`src/rtl/regdump_serializer.sv`:
```
// regdump_serializer: snapshots a packed register file on Trigger and streams
// it out as a byte frame: 0xA5, {index, data[15:8], data[7:0]} per register,
// then an 8-bit checksum of every byte between header and checksum.
//
// Handshake: a byte transfers on a rising edge where ByteValid && ByteReady.
// ByteValid and ByteOut come only from registered state, so there is no
// combinational path from ByteReady; once valid, a byte holds until accepted.
module regdump_serializer #(
  parameter int NUM_REGS = 8
) (
  input  logic                    Clk,
  input  logic                    Rst_n,
  input  logic [NUM_REGS*16-1:0]  DebugData,
  input  logic                    Trigger,
  output logic [7:0]              ByteOut,
  output logic                    ByteValid,
  input  logic                    ByteReady,
  output logic                    Busy,
  output logic                    Done,
  output logic [7:0]              DropCount,
  output logic [2:0]              DbgState
);

  typedef enum logic [2:0] {
    S_IDLE = 3'd0,
    S_HDR  = 3'd1,
    S_IDX  = 3'd2,
    S_HI   = 3'd3,
    S_LO   = 3'd4,
    S_CSUM = 3'd5
  } state_t;

  localparam logic [7:0] LAST_IDX = 8'(NUM_REGS - 1);

  state_t                    state_q, state_d;
  logic [7:0]                idx_q, idx_d;
  logic [7:0]                csum_q, csum_d;
  logic [NUM_REGS*16-1:0]    snap_q, snap_d;
  logic                      done_q, done_d;
  logic [7:0]                drop_q, drop_d;
  logic [15:0]               cur_reg;
  logic                      hs;

  assign hs = (state_q != S_IDLE) && ByteReady;

  // Select the snapshot register addressed by the current index.
  always_comb begin
    cur_reg = '0;
    for (int k = 0; k < NUM_REGS; k++) begin
      if (idx_q == 8'(k)) cur_reg = snap_q[k*16 +: 16];
    end
  end

  // State register and all datapath registers.
  always_ff @(posedge Clk or negedge Rst_n) begin
    if (!Rst_n) begin
      state_q <= S_IDLE;
      idx_q   <= '0;
      csum_q  <= '0;
      snap_q  <= '0;
      done_q  <= 1'b0;
      drop_q  <= '0;
    end else begin
      state_q <= state_d;
      idx_q   <= idx_d;
      csum_q  <= csum_d;
      snap_q  <= snap_d;
      done_q  <= done_d;
      drop_q  <= drop_d;
    end
  end

  // Next-state logic: frame sequencing, checksum accumulation, drop counting.
  always_comb begin
    state_d = state_q;
    idx_d   = idx_q;
    csum_d  = csum_q;
    snap_d  = snap_q;
    done_d  = 1'b0;
    drop_d  = drop_q;

    // Any trigger while a frame is in flight (CSUM accept cycle included) is dropped.
    if ((state_q != S_IDLE) && Trigger && (drop_q != 8'hFF)) drop_d = drop_q + 8'd1;

    case (state_q)
      S_IDLE: begin
        if (Trigger) begin
          snap_d  = DebugData;
          idx_d   = '0;
          csum_d  = '0;
          state_d = S_HDR;
        end
      end
      S_HDR: begin
        if (hs) state_d = S_IDX;
      end
      S_IDX: begin
        if (hs) begin
          csum_d  = csum_q + idx_q;
          state_d = S_HI;
        end
      end
      S_HI: begin
        if (hs) begin
          csum_d  = csum_q + cur_reg[15:8];
          state_d = S_LO;
        end
      end
      S_LO: begin
        if (hs) begin
          csum_d = csum_q + cur_reg[7:0];
          if (idx_q == LAST_IDX) begin
            state_d = S_CSUM;
          end else begin
            idx_d   = idx_q + 8'd1;
            state_d = S_IDX;
          end
        end
      end
      S_CSUM: begin
        if (hs) begin
          state_d = S_IDLE;
          done_d  = 1'b1;
        end
      end
      default: state_d = S_IDLE;
    endcase
  end

  // Byte mux driven purely by registered state.
  always_comb begin
    ByteOut = 8'h00;
    case (state_q)
      S_HDR:   ByteOut = 8'hA5;
      S_IDX:   ByteOut = idx_q;
      S_HI:    ByteOut = cur_reg[15:8];
      S_LO:    ByteOut = cur_reg[7:0];
      S_CSUM:  ByteOut = csum_q;
      default: ByteOut = 8'h00;
    endcase
  end

  assign ByteValid = (state_q != S_IDLE);
  assign Busy      = (state_q != S_IDLE);
  assign Done      = done_q;
  assign DropCount = drop_q;
  assign DbgState  = state_q;

endmodule

```
`config.mk`:
```
export PLATFORM = sky130hd
export DESIGN_NAME = regdump_serializer
export DESIGN_NICKNAME = d
export VERILOG_FILES = /design/src/rtl/regdump_serializer.sv
export SDC_FILE = /design/constraint.sdc
export NUM_CORES = 1
export LEC_CHECK = 0
export ABC_AREA = 1
export CAP_MARGIN = 25
export CORE_MARGIN = 1
export CORE_UTILIZATION = 40
export CTS_CLUSTER_DIAMETER = 50
export DETAILED_ROUTE_END_ITERATION = 6
export GPL_TIMING_DRIVEN = 0
export PLACE_DENSITY_LB_ADDON = 0.08
export SLEW_MARGIN = 20
export SYNTH_ARGS = -nofsm -noshare
export SYNTH_HDL_FRONTEND = slang
export SYNTH_SLANG_ARGS = --single-unit
```
`constraint.sdc`:
```
create_clock -name Clk -period 3.7 [get_ports Clk]
set_input_delay 0.925 -clock Clk [delete_from_list [all_inputs] [get_ports Clk]]
set_output_delay 0.925 -clock Clk [all_outputs]
set_load 0.005 [all_outputs]
```
==> flow_metrics.env <==
export IMPL_dr_total_vias=7666
export IMPL_fin_area_mm2=0.01141
export IMPL_dominantRegCellSynth="dfrtp_1"
export IMPL_cts_sinks=156
export IMPL_critical_path_class="register to register"
export IMPL_hpwl_um=18700
export IMPL_fill_cells=1788
export IMPL_dp_cells=1445
export IMPL_ys_top_cells_by_area="dfrtp_1, nand2_1, o21ai_0"
export IMPL_ys_types=48
export IMPL_ys_top_cells_by_count="nand2_1, dfrtp_1, inv_1"
export IMPL_clk_pin_slew_ns=0.07
export IMPL_final_seq_area_mm2=0.003910
export IMPL_path_max_fanout=7
export IMPL_synth_most_common_cell="nand2_1"
export IMPL_num_nets_final=1401
export IMPL_yosys_area_top_type="dfrtp_1"
export IMPL_p_total_mw=8.715
export IMPL_die_area_mm2=0.02069
export IMPL_routabilityCongestion=0.8654
export IMPL_grt_pass1_wl_um=39510
export IMPL_overflow=0
export IMPL_drive_gt1_frac=0.1978
export IMPL_whs_ns=0.4594
export IMPL_port_buffers=153
export IMPL_die_h_um=143.8
export IMPL_cts_max_level=4
export IMPL_failed_checks="setup timing"
export IMPL_finalHoldViolCount=0
export IMPL_io_pins=154
export IMPL_worst_slew_pin_slew_ns=0.6078
export IMPL_yosys_register_bits=156
export IMPL_final_setup_viol_count=3
export IMPL_track_usage=0.2587
export IMPL_fp_row_count=51
export IMPL_syn_num_nets=1171
export IMPL_ys_warn_count=0
export IMPL_peakVddDrop_mv=0.3967
export IMPL_fin_crit_sh=1.033
export IMPL_power_density_mw_per_mm2=763.9
export IMPL_via_per_inst=4.997
export IMPL_fin_crit_ns=3.821
export IMPL_rsz0062_at_grt="true"
export IMPL_max_stage_delay_ns=0.46
export IMPL_critPathArrivalTime_ns=4.15
export IMPL_relSlewSlack=0.5948
export IMPL_syn_avg_cell_area_um2=7.844
export IMPL_slowest_stage="dfrtp_2"
export IMPL_synth_top_area_share=0.4851
export IMPL_synthToLayoutAreaGrowth_pct=41.76
export IMPL_cts_tree="yes"
export IMPL_dr_pass1_iters=5
export IMPL_drt_antenna_violating_nets=0
export IMPL_hold_path_class="input port to async pin"
export IMPL_synthArstFlopShare=1.000
export IMPL_clockBufferDepth=2
export IMPL_setup_tns_ns=-0.2422
export IMPL_dpl_worst_slack_ns=-0.7088
export IMPL_drt_wirelength_per_cell_um=17.00
export IMPL_instances_no_fill=1534
export IMPL_antenna_found_initial=0
export IMPL_cts_root_buffer="clkbuf_16"
export IMPL_syn_cell_area_mm2=0.008048
export IMPL_ys_seq_area_frac=0.4851
export IMPL_die_w_um=143.8
export IMPL_slew_violations=0
export IMPL_multi_input_area_mm2=0.003799
export IMPL_syn_inst=1026
export IMPL_cts_hold_repair_buffers=0
export IMPL_cp_start_kind="register"
export IMPL_maxCapViolCount=0
export IMPL_wl_um=26080
export IMPL_grt_max_degree=81
export IMPL_numCtsBuffers=17
export IMPL_final_util=0.5824
export IMPL_post_dp_cell_area_mm2=0.009943
export IMPL_fin_skew_ns=0.007385
export IMPL_synth_edff_count=0
export IMPL_cp_end_kind="register"
export IMPL_critPathRequiredTime_ns=4.03
export IMPL_num_antenna_cells=0
export IMPL_drc=0
export IMPL_fin_ws_ns=-0.1208
export IMPL_fmax_mhz=261.7
export IMPL_initial_core_util=0.4108
export IMPL_first_global_vias=7266
export IMPL_coreArea_mm2=0.01959
export IMPL_drt_iter0_drc=687
export IMPL_clk_latency_ns=0.43
export IMPL_crit_path_frequent_cell="nand2_1"
export IMPL_status="finished with violations"
export IMPL_p_leak_nw=5.433
[per-layer routing]
| layer | wire length [µm] | vias up | part of all wire | track usage |
|---|---|---|---|---|
| li1 | - | 3739 | - | - |
| met1 | 11880 | 3630 | 0.46 | 0.3658 |
| met2 | 12050 | 256 | 0.46 | 0.4088 |
| met3 | 1720 | 41 | 0.066 | 0.04765 |
| met4 | 429 | 0 | 0.016 | 0.05991 |
| met5 | 0 | - | 0 | 0 |
[critical path, delay by kind of cell (launching register included)]
kind | cells | cell delay [ns]
flops | 1 | 0.46
simple gates | 18 | 1.54
compound gates | 6 | 0.84
fa+ha+maj | 2 | 0.49
buf+inv | 4 | 0.36
[where the power goes]
group / internal [mW] / leakage, nW / switching [mW]
clock: 1.03 / 0.291 / 0.765
sequential: 2.49 / 1.94 / 0.411
combinational: 1.58 / 3.20 / 2.44
[final cells by class]
cell class,count,area share
clock buffer,18,0.03850
multi-input combinational,693,0.3330
inverter,133,0.04497
sequential,156,0.3427
timing repair buffer,211,0.1751
buffer,44,0.02259
tap,265,0.02906
clock inverter,14,0.01404
[final timing paths]
path	start	to	slack, ns	cells past startpoint
min in group Clk	snap_q[94]	snap_q[94]	0.47	2
max in group asynchronous	Rst_n	idx_q[0]	2.40	2
max reg2reg	idx_q[0]	csum_q[7]	-0.12	30
min	Rst_n	snap_q[36]	0.46	1
min reg2reg	snap_q[94]	snap_q[94]	0.47	2
max	idx_q[0]	csum_q[7]	-0.12	30
[flip-flops by register name, summed over array words and instances (netlist names)]
name / cells
idx_q: 8
snap_q: 128
csum_q: 8
Done: 1
DbgState: 3
DropCount: 8
[what timing repair did]
action	in CTS	in global routing
endpoints found under the setup margin	12	12
pin swaps	48	54
cloned	1	0
gates resized for setup	98	53
buffers inserted	45	15
[logic make-up after synthesis]
family          Yosys count  share of synthesized area
simple gates            452                     0.2416
xor+xnor                  9                   0.009794
fa+ha+maj                13                    0.02114
mux                       1                   0.001399
buf+inv                 177                    0.08846
compound gates          218                     0.1525
flops                   156                     0.4851
[layout by cell type, fill, tap and decap left out, types with 6 or more instances in the layout]
cell / instances
o21ai_1: 17
nand3_2: 11
clkdlybuf4s50_1: 144
a21oi_2: 6
ha_1: 7
nor2_4: 11
inv_2: 17
o21ai_0: 89
nand2_2: 9
clkbuf_16: 17
buf_6: 15
nor2_2: 6
buf_4: 50
nor2_1: 20
inv_1: 109
nand2_1: 343
o211ai_1: 9
dfrtp_1: 151
nor3_2: 7
buf_2: 18
o21ai_2: 19
a21oi_1: 43
o22ai_1: 10
nand3_1: 20
clkbuf_1: 17
No activity file was read; power rests on OpenSTA's default activity.
